$ cat src/rtl/io_bus_pkg.sv
// io_bus_pkg
//  Shared definitions for the IO bus arbiter slice: arbiter FSM state encoding,
//  the default read data returned when a target never answers, and the
//  memory-mapped IO register addresses that sit behind the shared port.
package io_bus_pkg;

  typedef enum logic [1:0] {
    IDLE  = 2'd0,
    BUSY  = 2'd1,
    DRAIN = 2'd2
  } state_t;

  // Read data handed back to a requester whose transaction was forced to
  // complete because the target never raised ready.
  localparam logic [31:0] TIMEOUT_DATA_DEF = 32'hDEADBEEF;

  // IO register map behind the shared port.
  localparam logic [27:0] ADDR_SPART_DATA = 28'h8000000;
  localparam logic [27:0] ADDR_SPART_STAT = 28'h8000001;
  localparam logic [27:0] ADDR_DVI_START  = 28'h8000004;
  localparam logic [27:0] ADDR_DVI_ON     = 28'h8000005;
  localparam logic [27:0] ADDR_TICK       = 28'h8000006;

endpackage

$ cat src/rtl/io_rr_arb2.sv
// io_rr_arb2
//  Two-way round-robin picker. Purely combinational; the caller owns the
//  "last granted" state and decides when the pick is actually taken.
// Ports
//  req    in   2  request vector, bit N = requester N
//  last   in   1  requester granted most recently
//  grant  out  1  chosen requester (only meaningful when any=1)
//  any    out  1  at least one request present
module io_rr_arb2 (
  input  logic [1:0] req,
  input  logic       last,
  output logic       grant,
  output logic       any
);

  always_comb begin
    any   = |req;
    grant = 1'b0;
    case (req)
      2'b01:   grant = 1'b0;
      2'b10:   grant = 1'b1;
      // Contention: hand the port to whoever did not have it last.
      2'b11:   grant = ~last;
      default: grant = 1'b0;
    endcase
  end

endmodule

$ cat src/rtl/io_bus_arbiter.sv
// io_bus_arbiter
//  Shares the single IO memory-mapped port between the CPU D-cache IO port
//  (requester 0) and the debug/boot-loader master (requester 1). One
//  transaction at a time, round-robin on contention, with a watchdog that
//  forces completion when a target never answers so the CPU cannot hang.
//  Each transaction walks IDLE -> BUSY -> DRAIN -> IDLE.
// Ports
//  clk, rst                  clock, synchronous active-high reset
//  sN_valid/rw/addr/data_wr  request from requester N (held until sN_ready)
//  sN_data_rd, sN_ready      completion pulse and read data (0 when not ready)
//  m_valid/rw/addr/data_wr   request driven to the IO port (0 when idle)
//  m_data_rd, m_ready        response from the IO port
//  grant_id                  current or last granted requester
//  timeout_err               one-cycle pulse on a forced completion
//  err_addr                  address of the last timed-out transaction
module io_bus_arbiter
  import io_bus_pkg::*;
#(
  parameter int                ADDR_W       = 28,
  parameter int                DATA_W       = 32,
  parameter int                TIMEOUT_CYC  = 1024,
  parameter logic [DATA_W-1:0] TIMEOUT_DATA = TIMEOUT_DATA_DEF
) (
  input  logic              clk,
  input  logic              rst,
  input  logic              s0_valid,
  input  logic              s0_rw,
  input  logic [ADDR_W-1:0] s0_addr,
  input  logic [DATA_W-1:0] s0_data_wr,
  output logic [DATA_W-1:0] s0_data_rd,
  output logic              s0_ready,
  input  logic              s1_valid,
  input  logic              s1_rw,
  input  logic [ADDR_W-1:0] s1_addr,
  input  logic [DATA_W-1:0] s1_data_wr,
  output logic [DATA_W-1:0] s1_data_rd,
  output logic              s1_ready,
  output logic              m_valid,
  output logic              m_rw,
  output logic [ADDR_W-1:0] m_addr,
  output logic [DATA_W-1:0] m_data_wr,
  input  logic [DATA_W-1:0] m_data_rd,
  input  logic              m_ready,
  output logic              grant_id,
  output logic              timeout_err,
  output logic [ADDR_W-1:0] err_addr
);

  // One extra bit over what TIMEOUT_CYC-1 needs, so the compare value always
  // fits and the counter can never wrap before it is reached.
  localparam int              WD_W    = $clog2(TIMEOUT_CYC) + 1;
  localparam logic [WD_W-1:0] WD_LAST = WD_W'(TIMEOUT_CYC - 1);

  state_t              state, state_n;
  logic                grant_q;
  logic                rr_last;
  logic [WD_W-1:0]     wdog;
  logic [DATA_W-1:0]   rd_data_q;
  logic                timeout_q;
  logic [ADDR_W-1:0]   err_addr_q;

  logic                pick;
  logic                any_req;
  logic                sel_rw;
  logic [ADDR_W-1:0]   sel_addr;
  logic [DATA_W-1:0]   sel_data_wr;
  logic                wd_hit;
  logic                active;
  logic                done;

  io_rr_arb2 u_rr (
    .req   ({s1_valid, s0_valid}),
    .last  (rr_last),
    .grant (pick),
    .any   (any_req)
  );

  assign sel_rw      = grant_q ? s1_rw      : s0_rw;
  assign sel_addr    = grant_q ? s1_addr    : s0_addr;
  assign sel_data_wr = grant_q ? s1_data_wr : s0_data_wr;

  // A ready arriving on the last allowed cycle takes priority over the timeout.
  assign wd_hit = (state == BUSY) && !m_ready && (wdog == WD_LAST);

  always_ff @(posedge clk) begin
    if (rst) state <= IDLE;
    else     state <= state_n;
  end

  always_comb begin
    state_n = state;
    case (state)
      IDLE:    if (any_req) state_n = BUSY;
      BUSY:    if (m_ready || wd_hit) state_n = DRAIN;
      DRAIN:   state_n = IDLE;
      default: state_n = IDLE;
    endcase
  end

  // rr_last resets to 1 so the very first contention after reset goes to s0,
  // while the visible grant_id still resets to 0.
  always_ff @(posedge clk) begin
    if (rst) begin
      grant_q    <= 1'b0;
      rr_last    <= 1'b1;
      wdog       <= '0;
      rd_data_q  <= '0;
      timeout_q  <= 1'b0;
      err_addr_q <= '0;
    end else begin
      timeout_q <= 1'b0;
      case (state)
        IDLE: begin
          if (any_req) begin
            grant_q <= pick;
            rr_last <= pick;
            wdog    <= '0;
          end
        end
        BUSY: begin
          if (m_ready) begin
            rd_data_q <= sel_rw ? '0 : m_data_rd;
          end else if (wd_hit) begin
            rd_data_q  <= TIMEOUT_DATA;
            timeout_q  <= 1'b1;
            err_addr_q <= sel_addr;
          end else begin
            wdog <= wdog + WD_W'(1);
          end
        end
        default: ;
      endcase
    end
  end

  // In DRAIN the request stays visible so a target that toggles ready on
  // valid&ready falls back to not-ready; after a timeout it is withdrawn.
  always_comb begin
    active      = (state != IDLE);
    done        = (state == DRAIN);
    m_valid     = (state == BUSY) || (done && !timeout_q);
    m_rw        = active & sel_rw;
    m_addr      = active ? sel_addr    : '0;
    m_data_wr   = active ? sel_data_wr : '0;
    s0_ready    = done & ~grant_q;
    s1_ready    = done &  grant_q;
    s0_data_rd  = s0_ready ? rd_data_q : '0;
    s1_data_rd  = s1_ready ? rd_data_q : '0;
    grant_id    = grant_q;
    timeout_err = timeout_q;
    err_addr    = err_addr_q;
  end

endmodule
$ cat config.mk
export PLATFORM = sky130hd
export DESIGN_NAME = io_bus_arbiter
export DESIGN_NICKNAME = d
export VERILOG_FILES = /design/src/rtl/io_bus_pkg.sv /design/src/rtl/io_rr_arb2.sv /design/src/rtl/io_bus_arbiter.sv
export SDC_FILE = /design/constraint.sdc
export NUM_CORES = 1
export LEC_CHECK = 0
export CAP_MARGIN = 20
export CORE_AREA = 5 5 121 123
export CTS_CLUSTER_DIAMETER = 100
export DETAILED_ROUTE_END_ITERATION = 10
export DIE_AREA = 0 0 126 128
export PLACE_DENSITY = 0.9
export SYNTH_ARGS = -nofsm -noshare
export SYNTH_HDL_FRONTEND = slang
export SYNTH_SLANG_ARGS = --single-unit
$ cat constraint.sdc
create_clock -name clk -period 2.26 [get_ports clk]
set_input_delay 0.226 -clock clk [delete_from_list [all_inputs] [get_ports clk]]
set_output_delay 0.226 -clock clk [all_outputs]
set_load 0.005 [all_outputs]
==> impl_metrics.env <==
export IMPL_num_vias=5084
export IMPL_rsz0062_at_grt="false"
export IMPL_cap_violations=0
export IMPL_hold_class="input pin to flip-flop"
export IMPL_worstSetupPathType="flip-flop to output port"
export IMPL_syn_area_per_cell_sq_um=8.31
export IMPL_slew_violations=0
export IMPL_cp_top_family="buffers and inverters"
export IMPL_worst_pin_slew_ns=0.541
export IMPL_min_from="rst"
export IMPL_cp_required_ns=2.03
export IMPL_nFillCells=1107
export IMPL_post_cts_buffers=0
export IMPL_fin_crit_sh_pct=95.1
export IMPL_crit_arrival_ns=1.92
export IMPL_synth_edf_count=0
export IMPL_critPathMaxStageDelay_ns=0.51
export IMPL_clkTransAtPathRegs_ns=0.06
export IMPL_ys_flop_type="dfxtp_1"
export IMPL_hold_viol=0
export IMPL_antenna_found_initial=0
export IMPL_cts_buffers=9
export IMPL_layout_min_cycle_time_ns=2.15
export IMPL_io_pins=317
export IMPL_cts_sinks=76
export IMPL_critPathLaunchType="flip-flop"
export IMPL_cts_tree="yes"
export IMPL_crit_path_max_fanout=17
export IMPL_synth_most_common_cell="nor2_1"
export IMPL_ys_top_cells_by_area="dfxtp_1 (34%), mux2i_1 (14%), and2_1 (9.1%), nor2_1 (8.8%), a211oi_2 (7.8%)"
export IMPL_core_area_sq_um=13600
export IMPL_io_buffers=316
export IMPL_ant_nets=0
export IMPL_wl_per_cell_um=17.4
export IMPL_die_h_um=128
export IMPL_grt_pass1_vias=4939
export IMPL_grt_max_degree=42
export IMPL_wirelength_mm=17.9
export IMPL_r2r_start="wdog[0]"
export IMPL_status="completed"
export IMPL_antennaDiodeCount=0
export IMPL_finalSetupTns_ns=0
export IMPL_grt_pass1_wl_mm=26.3
export IMPL_ys_ff_latch=76
export IMPL_synth_common_cells="nor2_1 (105), dfxtp_1 (76), and2_1 (65)"
export IMPL_drive_gt1_share_pct=10.0
export IMPL_dieWidth_um=126
export IMPL_root_buffer="clkbuf_16"
export IMPL_drt_initial_drc_count=228
export IMPL_yosys_area_top_type="dfxtp_1"
export IMPL_synth_distinct_cells=41
export IMPL_drc=0
export IMPL_row_count=43
export IMPL_irDropWorstVdd_uv=304
export IMPL_leakage_nw=2.88
export IMPL_avgViaCountPerCell=4.95
export IMPL_overflow=0
export IMPL_clock_latency_ns=0.33
export IMPL_critPathLaunch="grant_id"
export IMPL_worstPathCellList="inv_1 -> nor2_2 -> buf_6 -> and2_1 -> clkdlybuf4s50_1"
export IMPL_yosysWarnings=0
export IMPL_synthArstFlopShare_pct=0
export IMPL_synth_seq_area_share_pct=34.0
export IMPL_finClkSkew_ns=0.00562
export IMPL_clock_path_buffers=2
export IMPL_synth_nets=698
export IMPL_dr_pass1_iters=4
export IMPL_syn_to_final_growth_pct=84.4
export IMPL_nets=1003
export IMPL_place_gp_congestion=0.845
export IMPL_die_area_sq_um=16100
export IMPL_htree_levels=3
export IMPL_cts_hold_buf=0
export IMPL_syn_inst=538
export IMPL_dp_hpwl_mm=13.8
export IMPL_utilization_pct=60.8
export IMPL_syn_cell_area_sq_um=4470
export IMPL_grt_usage_pct=20.1
export IMPL_critPathCaptureType="output port"
export IMPL_initial_core_util_pct=33.0
export IMPL_path_buf_inv=3
export IMPL_netlist_area_leader_share_pct=34.0
export IMPL_slowest_stage="clkdlybuf4s50_1"
export IMPL_slew_headroom_pct=63.9
export IMPL_finalSetupViolations=0
export IMPL_max_freq_mhz=465
export IMPL_pwr_density_cell_nw_per_um2=464
[metrics by stage]
step                      worst slack [ns]  instance area (sq um)  total power, mW  hold slack, ns  std cells
after floorplan                      0.463                   4470             1.83           0.350        538
after global placement               0.247                   7890             2.43           0.429       1010
after detailed placement             0.167                   7890             2.45           0.439       1010
after CTS                           0.0178                   8190             3.86           0.197       1026
after global routing                0.0207                   8240             4.00           0.231       1028
final                                0.110                   8240             3.83           0.212       1028
[sequential cells by signal, indices dropped and copies added, names as in the netlist]
| register | flops |
|---|---|
| rd_data_q | 32 |
| err_addr | 28 |
| wdog | 11 |
| state | 2 |
| grant_id | 1 |
| rr_last | 1 |
| timeout_err | 1 |
[report_power, final]
group          internal [mW]  total, mW  switching [mW]
clock network          0.851       1.39           0.538
logic                  0.609       1.01           0.400
registers               1.38       1.43          0.0465
total                   2.84       3.83           0.984
[cells in the final DEF, fill, tap and decap left out, types with 5 or more instances in the layout]
master | Yosys | routed
a21oi_1 | 34 | 34
buf_12 | 0 | 7
a211oi_2 | 28 | 28
o31ai_1 | 7 | 7
or4_1 | 6 | 6
and2_1 | 65 | 65
inv_1 | 5 | 5
nor2_1 | 105 | 102
dfxtp_1 | 76 | 73
a32oi_1 | 9 | 9
nand2_1 | 6 | 6
clkbuf_16 | 0 | 10
nor3_1 | 52 | 52
buf_4 | 9 | 17
clkdlybuf4s50_1 | 0 | 315
nand3_1 | 6 | 6
mux2i_1 | 61 | 60
[worst register-to-register path, cell delays in order (launching register included)]
cell,delay [ns]
dfxtp_1,0.42
ha_1,0.26
nand4_1,0.24
nor4_4,0.36
buf_12,0.20
buf_12,0.20
nor2_1,0.09
a211oi_2,0.19
[worst paths after layout]
check / slack [ns] / depth (start not counted) / end
setup reg to reg: 0.22 / 7 / err_addr[25]
hold reg to reg: 0.45 / 2 / wdog[10]
setup / recovery: 0.11 / 5 / s1_data_rd[23]
hold / removal: 0.21 / 2 / rd_data_q[4]
[cell type report]
type                       count  area (sq um)  area share (%)
inverter                       5          18.8           0.228
sequential                    76          1530            18.5
clock buffer                  11           233            2.82
timing repair buffer         344          3480            42.3
multi-input combinational    407          2700            32.8
tap                          180           225            2.73
clock inverter                 5          51.3           0.622
[logic make-up after synthesis]
group / after synthesis / synth area share, %
AOI/OAI and AO/OA: 87 / 16.2
buffers and inverters: 55 / 6.24
muxes: 61 / 13.7
and+or+nand+nor: 258 / 29.6
adders and majority gates: 1 / 0.280
DFF: 76 / 34.0
[repair_timing]
action | CTS | global route
hold endpoints to repair | 0 | 0
gates resized for setup | 4 | 7
cloned | 0 | 2
pin swaps | 0 | 0
setup endpoints to repair | 51 | 42
[per-layer routing]
metal  up-vias  track usage, %  share of wire [%]
met5         -               0                  0
met4         0            5.49                1.2
met3        19            4.83                6.6
met2       197            36.7                 52
met1      2369            23.5                 40
li1       2499               -                  -
No activity file was read; power rests on OpenSTA's default activity.
